## src/rtl/ifu_pkg.sv

```systemverilog
// Shared types and opcode constants for the instruction fetch unit.
package ifu_pkg;

  localparam logic [6:0] OPC_JALR   = 7'b1100111;
  localparam logic [6:0] OPC_JAL    = 7'b1101111;
  localparam logic [6:0] OPC_BRANCH = 7'b1100011;

  typedef enum logic {RUN, STALL_JALR} ifu_state_e;

  typedef struct packed {
    logic [31:0] inst;
    logic [31:0] pc;
    logic        pred_taken;
    logic [31:0] pred_target;
  } iq_entry_t;

  function automatic logic is_jalr(input logic [31:0] inst);
    return inst[6:0] == OPC_JALR;
  endfunction

  function automatic logic is_cti(input logic [31:0] inst);
    return (inst[6:0] == OPC_JALR) || (inst[6:0] == OPC_JAL) || (inst[6:0] == OPC_BRANCH);
  endfunction

endpackage

```

## src/rtl/ifu_if.sv

```systemverilog
// Fetch-unit bus: icache, branch predictor, commit redirect and decode handshake.
interface ifu_if;
  logic        icache_req;
  logic [31:0] icache_addr;
  logic        icache_hit;
  logic [31:0] icache_inst;
  logic [31:0] bp_pc;
  logic        bp_taken;
  logic [31:0] bp_target;
  logic        jalr_done;
  logic [31:0] jalr_target;
  logic        flush;
  logic [31:0] flush_pc;
  logic        iq_valid;
  logic        iq_ready;
  logic [31:0] iq_inst;
  logic [31:0] iq_pc;
  logic        iq_pred_taken;
  logic [31:0] iq_pred_target;

  modport master (
    output icache_req, icache_addr, bp_pc,
    output iq_valid, iq_inst, iq_pc, iq_pred_taken, iq_pred_target,
    input  icache_hit, icache_inst, bp_taken, bp_target,
    input  jalr_done, jalr_target, flush, flush_pc, iq_ready
  );

  modport slave (
    input  icache_req, icache_addr, bp_pc,
    input  iq_valid, iq_inst, iq_pc, iq_pred_taken, iq_pred_target,
    output icache_hit, icache_inst, bp_taken, bp_target,
    output jalr_done, jalr_target, flush, flush_pc, iq_ready
  );
endinterface

```

## src/rtl/ifu_queue.sv

```systemverilog
// Circular instruction queue: single push, single pop, synchronous clear.
module ifu_queue
  import ifu_pkg::*;
#(
  parameter int DEPTH = 8
) (
  input  logic                     clk_in,
  input  logic                     rst_in,
  input  logic                     en,
  input  logic                     clear,
  input  logic                     push,
  input  iq_entry_t                push_data,
  input  logic                     pop,
  output iq_entry_t                head,
  output logic [$clog2(DEPTH):0]   count,
  output logic                     full
);
  localparam int PTR_W = $clog2(DEPTH);

  iq_entry_t        mem [DEPTH];
  logic [PTR_W-1:0] head_ptr;
  logic [PTR_W-1:0] tail_ptr;
  logic [PTR_W:0]   count_q;

  // Control state: pointers wrap naturally because DEPTH is a power of two.
  always_ff @(posedge clk_in) begin
    if (rst_in) begin
      head_ptr <= '0;
      tail_ptr <= '0;
      count_q  <= '0;
    end else if (en) begin
      if (clear) begin
        head_ptr <= '0;
        tail_ptr <= '0;
        count_q  <= '0;
      end else begin
        if (push) tail_ptr <= tail_ptr + PTR_W'(1);
        if (pop)  head_ptr <= head_ptr + PTR_W'(1);
        case ({push, pop})
          2'b10:   count_q <= count_q + (PTR_W+1)'(1);
          2'b01:   count_q <= count_q - (PTR_W+1)'(1);
          default: ;
        endcase
      end
    end
  end

  always_ff @(posedge clk_in) begin
    if (en && push && !clear) mem[tail_ptr] <= push_data;
  end

  assign head  = mem[head_ptr];
  assign count = count_q;
  assign full  = (count_q == (PTR_W+1)'(DEPTH));
endmodule

```

## src/rtl/inst_fetch_unit.sv

```systemverilog
// Fetch stage: PC/FSM, icache and predictor glue feeding the instruction queue.
// Optional performance counters are built when IFU_PERF_EN is defined.
module inst_fetch_unit
  import ifu_pkg::*;
#(
  parameter int          IQ_DEPTH = 8,
  parameter logic [31:0] RESET_PC = 32'h0
) (
  input  logic        clk_in,
  input  logic        rst_in,
  input  logic        rdy_in,
`ifdef IFU_PERF_EN
  output logic [31:0] perf_fetched,
  output logic [31:0] perf_stall,
`endif
  ifu_if.master       bus
);
  localparam int PTR_W = $clog2(IQ_DEPTH);

  ifu_state_e     state;
  logic [31:0]    pc;
  logic           active;
  logic           push;
  logic           pop;
  logic           q_full;
  logic [PTR_W:0] q_count;
  iq_entry_t      push_entry;
  iq_entry_t      head_entry;

  assign active = rdy_in && !rst_in;

  assign bus.icache_req  = active && (state == RUN) && !q_full;
  assign bus.icache_addr = pc;
  assign bus.bp_pc       = pc;
  assign bus.iq_valid    = active && (q_count != '0);

  // Flush wins over both queue operations; a hit in the flush cycle is dropped.
  assign push = bus.icache_req && bus.icache_hit && !bus.flush;
  assign pop  = bus.iq_valid && bus.iq_ready && !bus.flush;

  assign push_entry.inst        = bus.icache_inst;
  assign push_entry.pc          = pc;
  assign push_entry.pred_taken  = bus.bp_taken;
  assign push_entry.pred_target = bus.bp_taken ? bus.bp_target : 32'h0;

  ifu_queue #(.DEPTH(IQ_DEPTH)) u_queue (
    .clk_in    (clk_in),
    .rst_in    (rst_in),
    .en        (rdy_in),
    .clear     (bus.flush),
    .push      (push),
    .push_data (push_entry),
    .pop       (pop),
    .head      (head_entry),
    .count     (q_count),
    .full      (q_full)
  );

  assign bus.iq_inst        = head_entry.inst;
  assign bus.iq_pc          = head_entry.pc;
  assign bus.iq_pred_taken  = head_entry.pred_taken;
  assign bus.iq_pred_target = head_entry.pred_target;

  // PC and fetch FSM; a JALR parks the PC until the resolved target arrives.
  always_ff @(posedge clk_in) begin
    if (rst_in) begin
      pc    <= RESET_PC;
      state <= RUN;
    end else if (rdy_in) begin
      if (bus.flush) begin
        pc    <= bus.flush_pc;
        state <= RUN;
      end else begin
        case (state)
          RUN: begin
            if (push) begin
              if (is_jalr(bus.icache_inst)) state <= STALL_JALR;
              else pc <= bus.bp_taken ? bus.bp_target : pc + 32'd4;
            end
          end
          STALL_JALR: begin
            if (bus.jalr_done) begin
              pc    <= bus.jalr_target;
              state <= RUN;
            end
          end
          default: state <= RUN;
        endcase
      end
    end
  end

`ifdef IFU_PERF_EN
  always_ff @(posedge clk_in) begin
    if (rst_in) begin
      perf_fetched <= 32'h0;
      perf_stall   <= 32'h0;
    end else if (rdy_in) begin
      if (push) perf_fetched <= perf_fetched + 32'd1;
      if ((state == STALL_JALR) || q_full) perf_stall <= perf_stall + 32'd1;
    end
  end
`endif

endmodule
```

## src/flat_wrapper.sv

```systemverilog
// flat-port wrapper written by rule: the top's interface ports become plain ports
module inst_fetch_unit_flat import ifu_pkg::*;
#(
  parameter int          IQ_DEPTH = 8,
  parameter logic [31:0] RESET_PC = 32'h0
)
  (clk_in, rst_in, rdy_in, bus_icache_req, bus_icache_addr, bus_bp_pc, bus_iq_valid, bus_iq_inst, bus_iq_pc, bus_iq_pred_taken, bus_iq_pred_target, bus_icache_hit, bus_icache_inst, bus_bp_taken, bus_bp_target, bus_jalr_done, bus_jalr_target, bus_flush, bus_flush_pc, bus_iq_ready);
  ifu_if bus_i ();
  input  logic clk_in;
  input  logic rst_in;
  input  logic rdy_in;
  output wire logic [$bits(bus_i.icache_req)-1:0] bus_icache_req;
  output wire logic [$bits(bus_i.icache_addr)-1:0] bus_icache_addr;
  output wire logic [$bits(bus_i.bp_pc)-1:0] bus_bp_pc;
  output wire logic [$bits(bus_i.iq_valid)-1:0] bus_iq_valid;
  output wire logic [$bits(bus_i.iq_inst)-1:0] bus_iq_inst;
  output wire logic [$bits(bus_i.iq_pc)-1:0] bus_iq_pc;
  output wire logic [$bits(bus_i.iq_pred_taken)-1:0] bus_iq_pred_taken;
  output wire logic [$bits(bus_i.iq_pred_target)-1:0] bus_iq_pred_target;
  input wire logic [$bits(bus_i.icache_hit)-1:0] bus_icache_hit;
  input wire logic [$bits(bus_i.icache_inst)-1:0] bus_icache_inst;
  input wire logic [$bits(bus_i.bp_taken)-1:0] bus_bp_taken;
  input wire logic [$bits(bus_i.bp_target)-1:0] bus_bp_target;
  input wire logic [$bits(bus_i.jalr_done)-1:0] bus_jalr_done;
  input wire logic [$bits(bus_i.jalr_target)-1:0] bus_jalr_target;
  input wire logic [$bits(bus_i.flush)-1:0] bus_flush;
  input wire logic [$bits(bus_i.flush_pc)-1:0] bus_flush_pc;
  input wire logic [$bits(bus_i.iq_ready)-1:0] bus_iq_ready;
  assign bus_icache_req = bus_i.icache_req;
  assign bus_icache_addr = bus_i.icache_addr;
  assign bus_bp_pc = bus_i.bp_pc;
  assign bus_iq_valid = bus_i.iq_valid;
  assign bus_iq_inst = bus_i.iq_inst;
  assign bus_iq_pc = bus_i.iq_pc;
  assign bus_iq_pred_taken = bus_i.iq_pred_taken;
  assign bus_iq_pred_target = bus_i.iq_pred_target;
  assign bus_i.icache_hit = bus_icache_hit;
  assign bus_i.icache_inst = bus_icache_inst;
  assign bus_i.bp_taken = bus_bp_taken;
  assign bus_i.bp_target = bus_bp_target;
  assign bus_i.jalr_done = bus_jalr_done;
  assign bus_i.jalr_target = bus_jalr_target;
  assign bus_i.flush = bus_flush;
  assign bus_i.flush_pc = bus_flush_pc;
  assign bus_i.iq_ready = bus_iq_ready;
  inst_fetch_unit #(.IQ_DEPTH(IQ_DEPTH), .RESET_PC(RESET_PC)) u_core (.clk_in(clk_in), .rst_in(rst_in), .rdy_in(rdy_in), .bus(bus_i));
endmodule
```

## config.mk

```make
export PLATFORM = sky130hd
export DESIGN_NAME = inst_fetch_unit_flat
export DESIGN_NICKNAME = d
export VERILOG_FILES = /design/src/rtl/ifu_pkg.sv /design/src/rtl/ifu_if.sv /design/src/rtl/ifu_queue.sv /design/src/rtl/inst_fetch_unit.sv /design/src/flat_wrapper.sv
export SDC_FILE = /design/constraint.sdc
export NUM_CORES = 1
export LEC_CHECK = 0
export CELL_PAD_IN_SITES_DETAIL_PLACEMENT = 1
export CELL_PAD_IN_SITES_GLOBAL_PLACEMENT = 2
export CORE_MARGIN = 2
export CORE_UTILIZATION = 46
export CTS_CLUSTER_DIAMETER = 60
export DETAILED_ROUTE_END_ITERATION = 10
export PLACE_DENSITY_LB_ADDON = 0.12
export SYNTH_ARGS = -nofsm -noshare
export SYNTH_HDL_FRONTEND = slang
export SYNTH_SLANG_ARGS = --single-unit
export TNS_END_PERCENT = 1
```

## constraint.sdc

```tcl
create_clock -name clk_in -period 25.9 [get_ports clk_in]
set_clock_uncertainty 0.15 [all_clocks]
set_input_delay 5.18 -clock clk_in [delete_from_list [all_inputs] [get_ports clk_in]]
set_output_delay 5.18 -clock clk_in [all_outputs]
set_load 0.03 [all_outputs]
```

==> impl_summary.log <==
[metrics] fraction of final layout cells with drive strength greater than 1: 23.3%
[metrics] starting DRC count in detailed routing: 1352
[metrics] data required time of the critical path: 20.57 ns
[metrics] Synth Net Count: 1838
[metrics] setup slack at placement: 12.93 ns
[metrics] Netlist cell types: 67
[metrics] TritonRoute pass-1 iters: 5
[metrics] Cells after DPL: 2826
[metrics] number of port buffers: 298
[metrics] clock transition at the registers of the reported paths: 0.05 ns
[metrics] Final Max Slew Viols: 0
[metrics] number of hold-slack violations in the final timing report: 0
[metrics] tightest slew margin relative to the limit: 30.0%
[metrics] timing startpoint of the critical path: rdy_in
[metrics] Warnings, synthesis: 0
[metrics] aggregate negative setup slack: 0 ns
[metrics] worst hold slack after final layout: 0.356 ns
[metrics] Skew-Pair Late Insertion Delay: 0.62 ns
[metrics] capturing element type of the critical path: primary output
[metrics] slew at the pin closest to its max-slew limit: 1.05 ns
[metrics] maximum count of clock buffers along a single path: 3
[metrics] half-perimeter wire length after placement: 50200 um
[metrics] launch instance of the worst register-to-register path: u_core.state$_SDFFE_PP0P_
[metrics] Static Leakage: 12.3 nW
[metrics] hold buffer count at CTS: 0
[metrics] CTS Root Cell: clkbuf_16
[metrics] share of flip-flops with an asynchronous set or reset: 0%
[metrics] Pwr per Cell Area: 70.8 nW/um^2
[metrics] pin count of the biggest net entering global routing: 115
[metrics] maximum clock rate: 0.0765 GHz
[metrics] path class of the lowest-slack min-delay path: flip-flop to flip-flop
[metrics] # resized after CTS: 0
[metrics] clock tree from TritonCTS: built
[metrics] non-filler instance count after layout: 2982
[metrics] flop and latch count out of synthesis: 822
[metrics] share of the yosys chip area belonging to registers: 73.0%
[metrics] Worst Path Arrival: 7.74 ns
[metrics] mean number of vias per cell: 5.83
[metrics] Die Footprint: 74300 um^2
[metrics] final setup violating endpoints: 0
[metrics] library cell occupying the most area in the post-synthesis netlist: edfxtp_1
[metrics] buffers inserted during post-CTS setup optimization: 0
[metrics] Critical Path Start Type: input pin
[metrics] RSZ-0062 raised after global routing: no
[metrics] largest fanout of any net on the critical path: 33
[metrics] average wire per cell in the routed design: 28.5 um
[metrics] initial core utilization: 46.4%
[metrics] via count of the first global-routing pass: 18900
[metrics] worst voltage drop across the vdd grid: 0.0000531 V
[metrics] top cell type's share of synthesized area: 70.2%
[metrics] count of clock tree sinks: 822
[metrics] total wire length: 85100 um
[metrics] overall die height: 273 um
[metrics] Routability Congestion: 0.816
[metrics] Worst Hold Launch: u_core.u_queue.tail_ptr[0]$_SDFFE_PP0P_
[metrics] DRC violations left: 0
[metrics] # nets final: 2107
[metrics] type of the setup path with the least slack: input pin to primary output
[metrics] overall overflow remaining after global route: 0
[metrics] Total GRT Usage: 23.2%
[metrics] horizontal extent of the die: 273 um
[metrics] number of standard cells after synthesis: 1696
[metrics] smallest setup slack after layout: 12.83 ns
[metrics] io pins: 299
[metrics] Cell Rows: 98
[metrics] outcome: complete, no violations
[metrics] area growth from synthesis to final layout: 19.6%
[metrics] overall via count from detail_route: 17400
[metrics] number of buffers added by the clock tree synthesis step: 86
[metrics] most common library cells after synthesis: edfxtp_1, mux4_2, mux2_2, clkbuf_1, buf_4
[metrics] post-place instance area: 36900 um^2
[metrics] Post-synth top flop: edfxtp_1
[metrics] max-capacitance violation count: 0
[metrics] top area cells in the synthesized netlist: edfxtp_1, mux4_2, mux2_2, dfxtp_1, buf_4
[metrics] Synth Area per Inst: 19.6 um^2
[metrics] post-route design area: 39700 um^2
[metrics] most common cell in the netlist: edfxtp_1
[metrics] post-synthesis cell area: 33200 um^2
[metrics] wire length of the first global-routing pass: 126000 um
[metrics] number of synthesized flops with an enable pin: 776
[metrics] placeable core region: 71500 um^2
[metrics] H-Tree Level Count: 3
[metrics] post-route antenna net violation count: 0
[metrics] post-route clock period utilization: 50.5%
[metrics] time the worst path needs with I/O delays and setup: 13.07 ns
[metrics] initial antenna violation count: 3
## placed cells by master, fill, tap and decap left out, types with 7 or more instances in the layout
cell	netlist	routed
clkbuf_1	71	22
or4_1	7	7
bufinv_16	0	8
o22ai_1	17	17
nand2_1	38	38
nor2_1	32	25
mux4_2	194	194
and3_1	8	8
clkdlybuf4s50_1	0	297
mux2_2	99	99
inv_1	15	15
a31oi_1	18	18
dfxtp_1	46	43
o211ai_1	8	8
nand4_1	11	11
edfxtp_1	776	776
nor3_1	10	8
a211oi_1	14	14
o31ai_1	13	13
o21ai_0	23	23
buf_4	64	41
clkbuf_16	0	89
nand2b_1	11	11
a21oi_1	33	33
and2_1	34	34
nand3_1	24	24
clkinv_1	3	23
## cells by family (layout without fill, tap and decap cells)
group / after synthesis / count (layout) / share of synthesized area, %
adder cells (fa/ha/maj): 6 / 6 / 0.249
other: 0 / 1 / 0
buffers and inverters: 179 / 514 / 2.84
AND/OR/NAND/NOR: 205 / 205 / 3.35
XOR/XNOR: 7 / 7 / 0.185
flip-flops: 822 / 822 / 73.0
AO/OA/AOI/OAI: 182 / 182 / 3.78
multiplexers: 295 / 295 / 16.6
## flip-flops by register name, indices dropped and copies added (netlist names), named ones only
name / flops
u_core.bus.bp_pc: 32
u_core.state: 1
u_core.u_queue.count: 4
u_core.u_queue.head_ptr: 3
u_core.u_queue.mem: 776
u_core.u_queue.tail_ptr: 3
## layer usage
metal,part of all wire (%),track usage (%),up-vias,wire length (um)
met5,0.026,0,-,22
met2,49,38.3,509,41800
met1,43,31.8,9266,36500
met3,5.6,4.26,116,4730
li1,-,-,7491,-
met4,2.3,6.97,4,1980
## critical path, stage by stage
cell,delay [ns]
clkdlybuf4s50_1,0.47
buf_4,0.39
clkinv_1,0.37
buf_4,0.32
nor3_1,0.25
clkdlybuf4s50_1,0.74
## area by class of cell
class / instances / area, um^2
fill: 6250 / 31800
sequential: 822 / 24200
multi-input combinational: 695 / 8070
timing repair buffer: 342 / 3340
clock buffer: 115 / 2360
tap: 950 / 1190
clock inverter: 39 / 405
inverter: 18 / 67.6
antenna: 1 / 2.50
## path summary, 6_finish.rpt
path              cells after the start                                      end  slack [ns]
setup / recovery                      6                           bus_icache_req       12.83
hold / removal                        2  u_core.u_queue.tail_ptr[0]$_SDFFE_PP0P_        0.36
setup reg to reg                      8      u_core.u_queue.mem[1][26]$_DFFE_PP_       22.02
hold reg to reg                       2  u_core.u_queue.tail_ptr[0]$_SDFFE_PP0P_        0.36
## report_power, final
part	leakage (nW)	internal, mW	switching [mW]
Sequential	7.46	1.46	0.0123
Combinational	3.53	0.0504	0.0730
Clock	1.34	0.719	0.494
## stage by stage
stage               power [mW]  utilization (%)
finish                    2.81             55.5
CTS                       2.84             55.5
floorplan                 1.56                -
detailed placement        1.62             51.6
global placement          1.62             51.6
global route              2.89             55.5
Note: power is estimated with default switching activity, not from simulation.
